--- src/rtl/mem_access_pkg.sv ---
// Shared encodings and byte-lane helpers for the memory access unit.
// Lanes are little-endian: byte lane = addr[1:0], half lane = addr[1].
package mem_access_pkg;

    localparam logic [1:0] SZ_BYTE = 2'd0;
    localparam logic [1:0] SZ_HALF = 2'd1;
    localparam logic [1:0] SZ_WORD = 2'd2;

    typedef enum logic [2:0] {
        ST_IDLE,
        ST_RD,
        ST_RMW_RD,
        ST_WR,
        ST_RESP
    } state_t;

    function automatic logic is_sub_word(input logic [1:0] size);
        return (size == SZ_BYTE) || (size == SZ_HALF);
    endfunction

    // Size 3 is handled as a word, so it traps on the same offsets as a word.
    function automatic logic is_misaligned(input logic [1:0] size, input logic [1:0] lo);
        logic bad;
        case (size)
            SZ_BYTE: bad = 1'b0;
            SZ_HALF: bad = lo[0];
            default: bad = (lo != 2'b00);
        endcase
        return bad;
    endfunction

    function automatic logic [31:0] lane_extract(input logic [31:0] word,
                                                 input logic [1:0]  lo,
                                                 input logic [1:0]  size,
                                                 input logic        sgn);
        logic [7:0]  b;
        logic [15:0] h;
        logic [31:0] r;
        b = word[{lo, 3'b000} +: 8];
        h = word[{lo[1], 4'b0000} +: 16];
        case (size)
            SZ_BYTE: r = {{24{sgn & b[7]}}, b};
            SZ_HALF: r = {{16{sgn & h[15]}}, h};
            default: r = word;
        endcase
        return r;
    endfunction

    function automatic logic [31:0] lane_merge(input logic [31:0] old_word,
                                               input logic [31:0] wdata,
                                               input logic [1:0]  lo,
                                               input logic [1:0]  size);
        logic [31:0] r;
        r = old_word;
        case (size)
            SZ_BYTE: r[{lo, 3'b000} +: 8]     = wdata[7:0];
            SZ_HALF: r[{lo[1], 4'b0000} +: 16] = wdata[15:0];
            default: r = wdata;
        endcase
        return r;
    endfunction

endpackage

--- src/rtl/mem_lane_align.sv ---
// Combinational lane steering: extract/extend for loads, lane merge for
// read-modify-write stores.
module mem_lane_align
    import mem_access_pkg::*;
(
    input  logic [31:0] mem_rdata,
    input  logic [31:0] st_wdata,
    input  logic [1:0]  addr_lo,
    input  logic [1:0]  size,
    input  logic        sgn,
    output logic [31:0] ld_data,
    output logic [31:0] merged_data
);

    assign ld_data     = lane_extract(mem_rdata, addr_lo, size, sgn);
    assign merged_data = lane_merge(mem_rdata, st_wdata, addr_lo, size);

endmodule

--- src/rtl/mem_access_unit.sv ---
// Load/store initiator between the MEM stage and a word-only data memory.
// Optional feature: define MISALIGN_TRAP_EN to trap misaligned half/word accesses.
module mem_access_unit
    import mem_access_pkg::*;
#(
    parameter int ADDR_W = 32,
    parameter int DATA_W = 32
) (
    input  logic              clk,
    input  logic              rst,
    input  logic              req_valid,
    output logic              req_ready,
    input  logic              req_we,
    input  logic [1:0]        req_size,
    input  logic              req_signed,
    input  logic [ADDR_W-1:0] req_addr,
    input  logic [DATA_W-1:0] req_wdata,
    output logic              resp_valid,
    input  logic              resp_ready,
    output logic [DATA_W-1:0] resp_rdata,
`ifdef MISALIGN_TRAP_EN
    output logic              resp_err,
`endif
    output logic [ADDR_W-1:0] mem_add,
    output logic [DATA_W-1:0] mem_wdata,
    output logic              mem_read,
    output logic              mem_write,
    input  logic [DATA_W-1:0] mem_rdata
);

    state_t            state_q, state_d;
    logic [ADDR_W-1:0] addr_q, addr_d;
    logic [1:0]        size_q, size_d;
    logic              signed_q, signed_d;
    logic              we_q, we_d;
    logic [DATA_W-1:0] wdata_q, wdata_d;
    logic [DATA_W-1:0] merged_q, merged_d;
    logic [DATA_W-1:0] rdata_q, rdata_d;
    logic [DATA_W-1:0] ld_data;
    logic [DATA_W-1:0] merged_data;
    logic              trap;

`ifdef MISALIGN_TRAP_EN
    logic err_q, err_d;

    assign trap     = is_misaligned(req_size, req_addr[1:0]);
    assign resp_err = err_q;
`else
    assign trap = 1'b0;
`endif

    mem_lane_align u_align (
        .mem_rdata   (mem_rdata),
        .st_wdata    (wdata_q),
        .addr_lo     (addr_q[1:0]),
        .size        (size_q),
        .sgn         (signed_q),
        .ld_data     (ld_data),
        .merged_data (merged_data)
    );

    assign mem_add    = {addr_q[ADDR_W-1:2], 2'b00};
    assign resp_rdata = we_q ? '0 : rdata_q;

    always_comb begin
        state_d    = state_q;
        addr_d     = addr_q;
        size_d     = size_q;
        signed_d   = signed_q;
        we_d       = we_q;
        wdata_d    = wdata_q;
        merged_d   = merged_q;
        rdata_d    = rdata_q;
`ifdef MISALIGN_TRAP_EN
        err_d      = err_q;
`endif
        req_ready  = 1'b0;
        resp_valid = 1'b0;
        mem_read   = 1'b0;
        mem_write  = 1'b0;
        mem_wdata  = '0;

        case (state_q)
            ST_IDLE: begin
                req_ready = 1'b1;
                if (req_valid) begin
                    addr_d   = req_addr;
                    size_d   = (req_size == 2'd3) ? SZ_WORD : req_size;
                    signed_d = req_signed;
                    we_d     = req_we;
                    wdata_d  = req_wdata;
                    rdata_d  = '0;
`ifdef MISALIGN_TRAP_EN
                    err_d    = trap;
`endif
                    if (trap) begin
                        state_d = ST_RESP;
                    end else if (!req_we) begin
                        state_d = ST_RD;
                    end else if (is_sub_word(req_size)) begin
                        state_d = ST_RMW_RD;
                    end else begin
                        state_d = ST_WR;
                    end
                end
            end
            ST_RD: begin
                mem_read = 1'b1;
                rdata_d  = ld_data;
                state_d  = ST_RESP;
            end
            ST_RMW_RD: begin
                mem_read = 1'b1;
                merged_d = merged_data;
                state_d  = ST_WR;
            end
            ST_WR: begin
                mem_write = 1'b1;
                mem_wdata = is_sub_word(size_q) ? merged_q : wdata_q;
                state_d   = ST_RESP;
            end
            ST_RESP: begin
                resp_valid = 1'b1;
                if (resp_ready) begin
                    state_d = ST_IDLE;
                end
            end
            default: state_d = ST_IDLE;
        endcase
    end

    always_ff @(posedge clk or posedge rst) begin
        if (rst) begin
            state_q  <= ST_IDLE;
            addr_q   <= '0;
            size_q   <= SZ_BYTE;
            signed_q <= 1'b0;
            we_q     <= 1'b0;
            wdata_q  <= '0;
            merged_q <= '0;
            rdata_q  <= '0;
`ifdef MISALIGN_TRAP_EN
            err_q    <= 1'b0;
`endif
        end else begin
            state_q  <= state_d;
            addr_q   <= addr_d;
            size_q   <= size_d;
            signed_q <= signed_d;
            we_q     <= we_d;
            wdata_q  <= wdata_d;
            merged_q <= merged_d;
            rdata_q  <= rdata_d;
`ifdef MISALIGN_TRAP_EN
            err_q    <= err_d;
`endif
        end
    end

endmodule
--- config.mk ---
export PLATFORM = sky130hd
export DESIGN_NAME = mem_access_unit
export DESIGN_NICKNAME = d
export VERILOG_FILES = /design/src/rtl/mem_access_pkg.sv /design/src/rtl/mem_lane_align.sv /design/src/rtl/mem_access_unit.sv
export SDC_FILE = /design/constraint.sdc
export NUM_CORES = 1
export LEC_CHECK = 0
export ABC_AREA = 1
export CORE_ASPECT_RATIO = 0.75
export CORE_MARGIN = 8
export CORE_UTILIZATION = 45
export DETAILED_ROUTE_END_ITERATION = 12
export DONT_BUFFER_PORTS = 1
export GPL_TIMING_DRIVEN = 0
export PLACE_DENSITY_LB_ADDON = 0.2
export SYNTH_ARGS = -nofsm -noshare
export SYNTH_HDL_FRONTEND = slang
export SYNTH_HIERARCHICAL = 1
export SYNTH_SLANG_ARGS = --single-unit
--- constraint.sdc ---
create_clock -name clk -period 4.5 [get_ports clk]
set_input_delay 1.125 -clock clk [delete_from_list [all_inputs] [get_ports clk]]
set_output_delay 1.125 -clock clk [all_outputs]
set_load 0.02 [all_outputs]
==> results.py <==
metrics = {
    "cts": {
        "cts_hold_buffers": 0,
        "ctsResizeCount": 0,
        "clk_latency_ps": 430,
        "cts-buffers-inserted": 17,
        "clockRootBuffer": "sky130_fd_sc_hd__clkbuf_16",
        "cts_setup_buffers": 0,
        "tritoncts_clock_tree": "built",
        "clockBufferDepth": 2,
        "htreeDepth": 4,
        "cts.clk_slew.worst_paths_ps": 70,
        "clock_sinks": 135,
    },
    "floorplanning": {
        "start_util": 0.459,
        "total_die_area_um2": 23600,
        "boundaryPins": 204,
        "floorplan.die.width_um": 175,
        "core-area_um2": 18500,
        "fp.dieH_um": 135,
        "row_count": 43,
    },
    "place": {
        "place_worst_setup_slack_ps": 1860,
        "place.detailed.hpwl_mm": 21.5,
        "port-buffer-count": 0,
        "placement.cell_area_um2": 8880,
        "routabilityCongestion": 0.896,
    },
    "global_routing": {
        "number_of_antenna_violations_at_the_first_check_in_global_routing": 0,
        "grt_most_used_layer": "met2",
        "met3_usage": 0.0745,
        "track_usage": 0.230,
        "grt_use_met2": 0.333,
        "grt_start_max_net_pins": 42,
        "grtUsageMet1": 0.325,
        "grt_pass1_wl_mm": 42.5,
        "grt_pass1_vias": 7497,
        "global_route.overflow_total": 0,
    },
    "logic_synthesis": {
        "synth_largest_type_area_fraction": 0.397,
        "postSynthRegisterBits": 135,
        "synth_largest_area_cell": "sky130_fd_sc_hd__dfrtp_1",
        "synth.distinct_cells": 30,
        "synth_async_sr_flop_share": 1.00,
        "postSynthAreaPerCell_um2": 6.76,
        "netlist_area_um2": 8500,
        "netlist_top_cells_count": "sky130_fd_sc_hd__nand2_1, sky130_fd_sc_hd__inv_1, sky130_fd_sc_hd__dfrtp_1",
        "post_synth_top_flop": "sky130_fd_sc_hd__dfrtp_1",
        "post_synth_main_area_contributors": "sky130_fd_sc_hd__dfrtp_1, sky130_fd_sc_hd__nand2_1, sky130_fd_sc_hd__inv_1",
        "yosysMostFrequentCell": "sky130_fd_sc_hd__nand2_1",
        "yosys_warnings": 6,
        "synth_enable_flop_cells": 0,
        "synth-seq-area-share": 0.397,
        "synthesis.instances": 1258,
    },
    "worst_setup_path": {
        "worst_setup_path_startpoint": "size_q[1]",
        "critPathMaxFanout": 10,
        "critical_r2r_launch": "addr_q[0]",
        "critical_path_capture_point_type": "primary output",
        "worst-endpoint-required_ps": 3380,
        "timing.reg2reg.worst_path_depth": 10,
        "worst_setup_path_endpoint": "mem_wdata[25]",
        "critical_path.startpoint_type": "flop",
        "critical_path_class": "flop to primary output",
        "critPathArrivalTime_ps": 1950,
        "critical_path.reg2reg.endpoint": "merged_q[27]",
        "r2r_slack_ps": 2340,
    },
    "sta": {
        "fmax_mhz": 325,
        "slew-limit-headroom": 0.516,
        "grt_setup_unrepaired": "no",
        "hold_viol": 0,
        "worst_clock_skew_ps": 8.31,
        "worst_setup_slack_final_ps": 1430,
        "post_route_fraction_of_the_period_consumed_by_the_critical_path": 0.683,
        "setup_viol_count_final": 0,
        "final_max_slew_viol_count": 0,
        "timing.final.crit_period_ps": 3070,
        "total_negative_slack_for_setup_checks_ps": 0,
        "worstMarginPinSlew_ps": 720,
    },
    "hold_path": {
        "min-delay-path-class": "flop to flop",
        "hp-start": "addr_q[31]",
    },
    "pwr": {
        "irDropWorstVdd_v": 0.000376,
        "power_per_cell_area_nw_per_um2": 784,
        "cellLeakagePower_uw": 0.00540,
    },
    "drt": {
        "drt-wirelength-per-cell_um": 17.7,
        "remaining_drc_errors": 0,
        "via_per_inst": 5.13,
        "antenna_violating_nets_post_route": 0,
        "via_count": 7901,
        "firstDrtPassIters": 6,
        "dr_iter_0_viols": 809,
        "wirelength_mm": 27.3,
    },
    "final_layout": {
        "num-nets-final": 1390,
        "post_route_cells_drive_above_1_share": 0.107,
        "final_cell_area_um2": 9440,
        "multiInputGateArea_um2": 3620,
        "diodes": 0,
        "num-fill-cells": 1922,
        "layout-area-overhead-vs-synth_pct": 11.1,
        "regArea_um2": 3380,
    },
    "job": {
        "max_cap_viol_count": 0,
    },
    "outcome": {
        "status": "complete, no violations",
    },
}
-- metrics by stage --
step,hold slack (ps),instances,util,total power (uW)
6_report,490,1541,0.510,7400
5_1_grt,512,1541,0.510,7970
4_1_cts,492,1541,0.510,7400
3_5_place_dp,476,1509,0.480,6030
3_3_place_gp,468,1506,0.476,5960
2_1_floorplan,454,1259,-,5060
-- cell usage in the layout (no fill, tap or decap), types with 3 or more instances in the layout --
cell / synthesis / final
sky130_fd_sc_hd__inv_6: 0 / 6
sky130_fd_sc_hd__o21a_1: 32 / 32
sky130_fd_sc_hd__dfrtp_1: 135 / 135
sky130_fd_sc_hd__inv_1: 212 / 211
sky130_fd_sc_hd__o211ai_1: 7 / 7
sky130_fd_sc_hd__nand3_2: 3 / 3
sky130_fd_sc_hd__buf_4: 49 / 49
sky130_fd_sc_hd__buf_6: 13 / 13
sky130_fd_sc_hd__buf_2: 21 / 21
sky130_fd_sc_hd__nand2_1: 435 / 435
sky130_fd_sc_hd__nand3_1: 80 / 80
sky130_fd_sc_hd__o22ai_1: 8 / 8
sky130_fd_sc_hd__inv_8: 0 / 3
sky130_fd_sc_hd__inv_2: 6 / 6
sky130_fd_sc_hd__o21ai_0: 73 / 73
sky130_fd_sc_hd__buf_12: 0 / 3
sky130_fd_sc_hd__clkbuf_1: 15 / 15
sky130_fd_sc_hd__ha_1: 5 / 5
sky130_fd_sc_hd__nor2_1: 85 / 85
sky130_fd_sc_hd__nor2_4: 3 / 3
sky130_fd_sc_hd__clkbuf_16: 0 / 17
sky130_fd_sc_hd__o21ai_1: 61 / 61
sky130_fd_sc_hd__clkinvlp_4: 0 / 4
-- cells by family after synthesis --
logic type      synth area share
compound gates             0.126
fa+ha+maj                0.00736
buf+inv                    0.178
flops                      0.397
other cells             0.000441
simple gates               0.291
-- flip-flops by register name (all words and copies together) (netlist names) --
| register | count |
|---|---|
| wdata_q | 32 |
| size_q | 2 |
| rdata_q | 32 |
| addr_q | 32 |
| we_q | 1 |
| merged_q | 32 |
| state_q | 3 |
| signed_q | 1 |
-- cell type report --
type,instances,area share
Buffer,101,0.0729
Multi-Input combinational cell,804,0.383
Inverter,219,0.0875
Clock buffer,18,0.0465
Sequential cell,135,0.358
Tap cell,247,0.0327
Timing Repair Buffer,3,0.00636
Clock inverter,14,0.0134
-- worst max-delay path, cell delays in order, from the launching register on --
cell and delay [ps]:
sky130_fd_sc_hd__dfrtp_1 450, sky130_fd_sc_hd__buf_2 280, sky130_fd_sc_hd__clkbuf_1 380, sky130_fd_sc_hd__o21ai_0 220, sky130_fd_sc_hd__nand2_1 90, sky130_fd_sc_hd__inv_1 100
-- per-layer routing --
| metal | share of wire | vias up | wire, um |
|---|---|---|---|
| li1 | - | 3831 | - |
| met1 | 0.45 | 3656 | 12200 |
| met2 | 0.43 | 381 | 11600 |
| met3 | 0.11 | 33 | 3080 |
| met4 | 0.014 | 0 | 369 |
| met5 | 0 | - | 0 |
-- report_power, final --
group / internal [uW] / switching, uW
clock: 742 / 604
sequential: 1770 / 439
combinational: 1310 / 2530
total: 3820 / 3580
-- how the worst min path moves through the flow --
stage	to	slack (ps)	cells after the start
after global placement	addr_q[31]	470	2
final	addr_q[31]	490	2
after global routing	addr_q[29]	510	2
after CTS	addr_q[29]	490	2
after floorplan	addr_q[28]	450	2
after detailed placement	addr_q[29]	480	2
(Power assumes the default switching activity.)
